`config.mk`:
```
export PLATFORM = sky130hd
export DESIGN_NAME = debouncer_multi_ch
export DESIGN_NICKNAME = d
export VERILOG_FILES = /design/src/rtl/debouncer_multi_ch.sv
export SDC_FILE = /design/constraint.sdc
export NUM_CORES = 1
export LEC_CHECK = 0
export BUFFER_PORTS_ARGS = -buffer_cell sky130_fd_sc_hd__buf_4
export CORE_MARGIN = 2
export CORE_UTILIZATION = 30
export DETAILED_ROUTE_END_ITERATION = 12
export GPL_TIMING_DRIVEN = 0
export PLACE_DENSITY = 0.57
export SLEW_MARGIN = 20
export SYNTH_ARGS = -nofsm -noshare
export SYNTH_HDL_FRONTEND = slang
export SYNTH_SLANG_ARGS = --single-unit
```
`constraint.sdc`:
```
create_clock -name clk -period 1.8 [get_ports clk]
set_input_delay 0.09 -clock clk [delete_from_list [all_inputs] [get_ports clk]]
set_output_delay 0.09 -clock clk [all_outputs]
set_load 0.1 [all_outputs]
```
`src/rtl/debouncer_multi_ch.sv`:
```
// Multi-channel debouncer with delayed press and release.
// Each channel has a two-flop synchroniser, a stability counter and a
// four-state filter FSM. The FSM drives a registered level output and
// one-cycle rise/fall pulses.
module debouncer_multi_ch #(
    parameter int unsigned NUM_CH        = 4,
    parameter int unsigned STABLE_CYCLES = 1000,
    parameter int unsigned RESET_VAL     = 0
) (
    input  logic              clk,
    input  logic              reset,
    input  logic [NUM_CH-1:0] noisy,
    output logic [NUM_CH-1:0] debounced,
    output logic [NUM_CH-1:0] rise,
    output logic [NUM_CH-1:0] fall,
    output logic              any_change
);

    localparam int unsigned CntW = (STABLE_CYCLES > 1) ? $clog2(STABLE_CYCLES + 1) : 1;
    localparam logic [CntW-1:0] CntMax = CntW'(STABLE_CYCLES - 1);
    localparam logic [CntW-1:0] CntOne = CntW'(1);
    localparam logic RstLvl = (RESET_VAL != 0);

    typedef enum logic [1:0] {
        StLo    = 2'd0,
        StChkHi = 2'd1,
        StHi    = 2'd2,
        StChkLo = 2'd3
    } state_e;

    localparam state_e RstState = RstLvl ? StHi : StLo;

    logic [NUM_CH-1:0] sync1_q;
    logic [NUM_CH-1:0] sync2_q;
    state_e            state_q [NUM_CH];
    state_e            state_d [NUM_CH];
    logic [CntW-1:0]   cnt_q   [NUM_CH];
    logic [CntW-1:0]   cnt_d   [NUM_CH];
    logic [NUM_CH-1:0] deb_d;
    logic [NUM_CH-1:0] deb_q;
    logic [NUM_CH-1:0] rise_q;
    logic [NUM_CH-1:0] fall_q;
    logic              any_q;

    // Two-flop synchroniser bringing the raw inputs into the clock domain
    always_ff @(posedge clk) begin
        if (reset) begin
            sync1_q <= {NUM_CH{RstLvl}};
            sync2_q <= {NUM_CH{RstLvl}};
        end else begin
            sync1_q <= noisy;
            sync2_q <= sync1_q;
        end
    end

    // Per-channel filter: next state, counter update and level decode
    always_comb begin
        for (int i = 0; i < NUM_CH; i++) begin
            state_d[i] = state_q[i];
            cnt_d[i]   = cnt_q[i];
            unique case (state_q[i])
                StLo: begin
                    if (sync2_q[i]) begin
                        state_d[i] = StChkHi;
                        cnt_d[i]   = '0;
                    end
                end
                StChkHi: begin
                    if (!sync2_q[i]) begin
                        state_d[i] = StLo;
                        cnt_d[i]   = '0;
                    end else if (cnt_q[i] == CntMax) begin
                        state_d[i] = StHi;
                        cnt_d[i]   = '0;
                    end else begin
                        cnt_d[i] = cnt_q[i] + CntOne;
                    end
                end
                StHi: begin
                    if (!sync2_q[i]) begin
                        state_d[i] = StChkLo;
                        cnt_d[i]   = '0;
                    end
                end
                StChkLo: begin
                    if (sync2_q[i]) begin
                        state_d[i] = StHi;
                        cnt_d[i]   = '0;
                    end else if (cnt_q[i] == CntMax) begin
                        state_d[i] = StLo;
                        cnt_d[i]   = '0;
                    end else begin
                        cnt_d[i] = cnt_q[i] + CntOne;
                    end
                end
                default: begin
                    state_d[i] = RstState;
                    cnt_d[i]   = '0;
                end
            endcase
            // Decode from the next state so the level changes on the same edge the FSM settles
            deb_d[i] = (state_d[i] == StHi) || (state_d[i] == StChkLo);
        end
    end

    // FSM state and counter registers
    always_ff @(posedge clk) begin
        for (int i = 0; i < NUM_CH; i++) begin
            if (reset) begin
                state_q[i] <= RstState;
                cnt_q[i]   <= '0;
            end else begin
                state_q[i] <= state_d[i];
                cnt_q[i]   <= cnt_d[i];
            end
        end
    end

    // Registered level and edge pulses; a pulse marks the first cycle at the new level
    always_ff @(posedge clk) begin
        if (reset) begin
            deb_q  <= {NUM_CH{RstLvl}};
            rise_q <= '0;
            fall_q <= '0;
            any_q  <= 1'b0;
        end else begin
            deb_q  <= deb_d;
            rise_q <= deb_d & ~deb_q;
            fall_q <= ~deb_d & deb_q;
            any_q  <= |(deb_d ^ deb_q);
        end
    end

    assign debounced  = deb_q;
    assign rise       = rise_q;
    assign fall       = fall_q;
    assign any_change = any_q;

endmodule

```
### After elaboration in Yosys (flattened, before gate mapping)

Memories as Yosys holds them, arrays and structs flattened.
Cells that the tools add are included.

| storage, ports and cells | value |
|---|---|
| word-level logic and storage cells | 121 |
| register bits after elaboration | 21 |
| bits in writable memories | 48 |
| memories | 2 |
| input port bits | 6 |
| output and inout bits | 13 |

Memories:

| memory | words | bits a word | rd ports | clocked after Yosys merged registers in | wr ports | RTL line | RTL |
|---|---|---|---|---|---|---|---|
| cnt_q | 4 | 10 | 4 | 0 | 4 | 37 | `logic [CntW-1:0] cnt_q [NUM_CH];` |
| state_q | 4 | 2 | 4 | 0 | 4 | 35 | `state_e state_q [NUM_CH];` |

| cells by class | value |
|---|---|
| add/sub/neg operators | 4 |
| reduce and logical (&&, ||, !) cells | 9 |
| multiplexer cells | 63 |
| bitwise logic cells | 13 |
| equal/unequal tests | 24 |

Operators by type and width:

| operator | number |
|---|---|
| 2-to-1 mux 10 bit | 24 |
| one-hot mux 10 bit (4 select lines) | 4 |
| 2-to-1 mux 2 bit | 28 |
| adder 10 x 1 -> 10 bit, second input constant | 4 |
| == test 10 bit, second input constant | 4 |
| == test 2 bit, second input constant | 16 |
| one-hot mux 2 bit (4 select lines) | 4 |
| AND 4 bit | 2 |
| == test 2 x 1 -> 1 bit, second input constant | 4 |
| zero test 2 bit | 4 |
| NOT 4 bit | 2 |
| bitwise OR 1 bit | 8 |
| logical OR 1 bit | 4 |
| OR reduction 4 bit | 1 |
| XOR 4 bit | 1 |
| 2-to-1 mux 1 bit | 3 |

### Logic depth before layout (Yosys ltp)

| depth | value |
|---|---|
| depth after elaboration | 8 |
| depth in mapped cells | 8 |
| mapped depth without buffers | 8 |

### Worst setup path after synthesis

OpenSTA, ideal clock, no wires.

| timing path | value |
|---|---|
| kind | reg-to-reg |
| start | memory state_q[1][0] in the netlist's numbering |
| end | register any_q, in the netlist any_change |
| period minus slack after synthesis | 1,860 ps |
| cell stages (with the launch flop) | 9 |
| arrival | 1,779 ps |
| setup slack | -60 ps |
| required time | 1,719 ps |
| buffers on the path | 0 |
| setup time | 81 ps |
| cells stage by stage | dfxtp_1 > inv_1 > ha_1 > a21oi_1 > a21oi_1 > a311o_1 > a22o_1 > ha_1 > a41oi_1 |

RTL lines:

| what | RTL line | RTL |
|---|---|---|
| from (decl) | 35 |  |
| to (signal assigned) | 130 | `any_q <= \|(deb_d ^ deb_q);` |
| to (decl) | 43 | `logic any_q;` |

==> metrics.md <==
| Metric | Value |
|---|---|
| Run status | `finished, violations left` |
| Failing checks | `negative setup slack` |
| Leak | `1.59 nW` |
| Achievable Freq | `0.525 GHz` |
| Number of max-capacitance violations reported | `0` |
| Mapped Nets | `398` |
| Synth Warn # | `0` |
| Pre-CTS setup slack | `-0.249 ns` |
| Total number of vias | `2861` |
| DRT antenna net count | `0` |
| Vertical die dimension | `109 microns` |
| Setup repair after global routing missed its margin | `true` |
| Die outline area | `11900 sq um` |
| First-pass GRT wire length | `12400 microns` |
| Met1 Usage GRT | `17.4%` |
| Category of the most critical setup path | `flip-flop to flip-flop` |
| Arrival time of the worst setup path | `2.10 ns` |
| Average wire per cell in the routed design | `13.2 microns` |
| Count of nets after finishing | `455` |
| Drt via density | `4.98` |
| Number of placed I/O pins | `19` |
| Hold WC Path Type | `input pin to flip-flop` |
| Floorplan Core Area | `10800 sq um` |
| Final wirelength | `7590 microns` |
| Switch share | `29.1%` |
| Portion of total power attributed to the clock network | `38.7%` |
| Number of iterations in the first detailed-routing pass | `4` |
| Number of global-route vias before repair | `2669` |
| Worst slew slack as a fraction of its limit | `55.1%` |
| Crit path from | `cnt_q[2][1]` |
| Crit path setup slack, layout | `-0.105 ns` |
| Share of final-layout standard cells stronger than drive strength 1 | `31.1%` |
| Inserted Clock Buffers | `9` |
| Count of mapped cells out of synthesis | `372` |
| Detailed placer's ending HPWL | `4770 microns` |
| Critical path fanouts, max | `4` |
| Relative area change from synthesis to final layout | `33.3%` |
| CTS Buffer Depth | `2` |
| Global placer's final weighted congestion | `0.819` |
| Worst reg-to-reg setup slack | `-0.11 ns` |
| Final count of hold timing violations | `0` |
| Setup tns final | `-0.134 ns` |
| Launch instance of the worst register-to-register path | `cnt_q[2][1]` |
| Peak-usage layer in the global routing report | `met2` |
| Average cell area after synthesis | `8.90 sq um` |
| Setup-failing EPs final | `3` |
| Sequential-to-total area share from yosys stat | `40.5%` |
| H-tree depth | `3` |
| Critical path endpoint category | `flip-flop` |
| Timing endpoint of the critical path | `any_change` |
| Worst Path Required | `2.00 ns` |
| Final Skew | `0.0150 ns` |
| Slew Limit Fails | `0` |
| Reg2reg path depth | `7` |
| Cell Rows | `38` |
| Internal Dissipation | `2.84 mW` |
| Global-route usage over all layers | `13.1%` |
| Mapped Area | `3310 sq um` |
| Horiz. Die Dim | `109 microns` |
| Net switching power figure | `1.16 mW` |
| DRC violations left | `0` |
| Min Clock Period, post-route | `1.91 ns` |
| Pin count of the biggest net entering global routing | `12` |
| Combinational share of power | `21.5%` |
| Number of fill cells in the layout | `1034` |
| Antenna violations before repair | `0` |
| Initial cell density of the core | `30.7%` |
| Residual overflow from global routing | `0` |
| TritonCTS clock tree | `done` |
| Buffer type at the clock tree root | `sky130_fd_sc_hd__clkbuf_8` |
| Count of buffers from port buffering | `17` |
| Netlist cell types | `57` |
| Iteration-0 DRC count of the detailed router | `81` |
| Reg2Reg Capture Point | `any_change` |
| Diode insertion count for antenna repair | `0` |
| Worst Max-Slew Pin Slew | `0.673 ns` |
| Post-synth EDFFs | `0` |
| Power per cell area | `907 nW/um^2` |
| Final Cycle Share | `106%` |
| Part of the total power dissipated in sequential elements | `39.8%` |
| Clock Pin Slew Worst Setup and Hold Paths | `0.07 ns` |
| Clock latency on the worst-skew pair | `0.35 ns` |
| Startpoint Class | `flip-flop` |
| Clock Sinks | `67` |
| Largest voltage drop on the vdd net | `0.000515 V` |
| Routing usage on met3 | `2.75%` |
| Post-synthesis async set-or-reset flop share | `0%` |
| Post-synthesis sequential element count | `67` |
| GR met2 Demand/Resource | `20.1%` |
| Main synth FF type | `sky130_fd_sc_hd__dfxtp_1` |
## state kept, by name (all words and copies together) (netlist names)
| name | cells |
|---|---|
| rise | 4 |
| fall | 4 |
| sync1_q | 4 |
| cnt_q | 40 |
| debounced | 3 |
| sync2_q | 4 |
| state_q | 7 |
| any_change | 1 |
## kinds of logic after synthesis
group / count (synthesis) / share of synthesized area (%)
and+or+nand+nor: 159 / 26.4
AOI/OAI and AO/OA: 68 / 13.8
DFF: 67 / 40.5
buffers and inverters: 29 / 3.70
xor gates and xnor gates: 23 / 6.09
adders and majority gates: 20 / 7.56
muxes: 6 / 1.85
## worst max-delay path, cell delays in order, from the launching register on
cell	delay, ns
sky130_fd_sc_hd__dfxtp_4	0.37
sky130_fd_sc_hd__ha_4	0.14
sky130_fd_sc_hd__nand4b_1	0.15
sky130_fd_sc_hd__nor4_4	0.34
sky130_fd_sc_hd__mux2i_1	0.29
sky130_fd_sc_hd__inv_1	0.11
sky130_fd_sc_hd__ha_4	0.28
sky130_fd_sc_hd__a41oi_2	0.08
## how the worst min path moves through the flow
stage / start / end / slack (ns) / depth (start not counted)
detailed placement: noisy[2] / sync1_q[2] / 0.31 / 2
finish: noisy[0] / sync1_q[0] / 0.03 / 2
global route: noisy[0] / sync1_q[0] / 0.02 / 2
global placement: noisy[2] / sync1_q[2] / 0.30 / 2
CTS: noisy[0] / sync1_q[0] / 0.02 / 2
floorplan: noisy[0] / sync1_q[0] / 0.22 / 1
## power by group through the flow
stage | clock, mW | sequential [mW] | combinational, mW
2_1_floorplan | 0 | 1.77 | 0.341
3_3_place_gp | 0 | 1.62 | 0.629
4_1_cts | 1.57 | 1.59 | 0.706
6_report | 1.55 | 1.59 | 0.860
5_1_grt | 1.64 | 1.60 | 0.928
3_5_place_dp | 0 | 1.62 | 0.636
## layout by cell type, fill, tap and decap left out, types with 5 or more instances in the layout
master                     synthesis  layout
sky130_fd_sc_hd__ha_1             20       7
sky130_fd_sc_hd__ha_4              0       8
sky130_fd_sc_hd__o21ai_0          10      10
sky130_fd_sc_hd__or3_1             7       6
sky130_fd_sc_hd__a21oi_1          19      16
sky130_fd_sc_hd__nor2_1           30      30
sky130_fd_sc_hd__nand3_1          15      15
sky130_fd_sc_hd__nor2b_4           0       5
sky130_fd_sc_hd__inv_1            15      12
sky130_fd_sc_hd__a31oi_1           7       7
sky130_fd_sc_hd__xor2_1           18      17
sky130_fd_sc_hd__and3_1            5       5
sky130_fd_sc_hd__dfxtp_2           0      11
sky130_fd_sc_hd__dfxtp_1          67      48
sky130_fd_sc_hd__nand2_1          30      29
sky130_fd_sc_hd__buf_4             3      49
sky130_fd_sc_hd__and2_1            5       5
sky130_fd_sc_hd__nand4_1          12      12
sky130_fd_sc_hd__nor3_1           14      13
sky130_fd_sc_hd__clkbuf_1          7       5
sky130_fd_sc_hd__dfxtp_4           0       8
sky130_fd_sc_hd__nor2b_1          16      11
sky130_fd_sc_hd__ha_2              0       5
sky130_fd_sc_hd__clkbuf_8          0      10
## layout make-up
type	count	area, sq um	area share (%)
Clock inverter	5	100	2.27
Multi-Input combinational cell	276	2110	47.9
Tap cell	140	175	3.97
Timing Repair Buffer	49	375	8.51
Clock buffer	11	141	3.20
Inverter	16	62.6	1.42
Buffer	10	57.6	1.30
Sequential cell	67	1390	31.4
## stage by stage
stage / power (mW) / std cells / instance area (sq um) / hold WS (ns) / util, %
floorplan: 2.11 / 372 / 3320 / 0.218 / -
global placement: 2.24 / 529 / 3620 / 0.303 / 33.6
detailed placement: 2.25 / 529 / 3620 / 0.315 / 33.6
CTS: 3.86 / 556 / 4040 / 0.0201 / 37.4
global route: 4.17 / 574 / 4410 / 0.0228 / 40.9
finish: 4.00 / 574 / 4410 / 0.0268 / 40.9
## per-layer routing
metal	vias to the layer above	wire length, microns
li1	1453	-
met1	1342	3780
met2	49	3380
met3	17	234
met4	0	189
met5	-	0
## cell usage after synthesis (all sizes together) (4+ instances only)
cell    number  area, sq um
dfxtp       67         1340
nand2       30          113
nor2        30          113
ha          20          250
a21oi       19         95.1
xor2        18          158
nor2b       16          100
inv         15         56.3
nand3       15         75.1
nor3        14         70.1
nand4       12         75.1
o21ai       12         60.1
a31oi        7         43.8
clkbuf       7         26.3
or3          7         43.8
and2         6         37.5
and3         6         42.5
buf          6         36.3
mux2i        5         50.1
nand3b       5         41.3
xnor2        5         43.8
o211ai       4         35.0
o31ai        4         30.0
or4          4         30.0
## timing repair
action	CTS	global route
pin swaps	7	19
endpoints found under the hold margin	3	0
endpoints found under the setup margin	23	39
gates resized for setup	20	60
hold buffers	3	0
setup buffers	9	21
No activity file was read; power rests on OpenSTA's default activity.
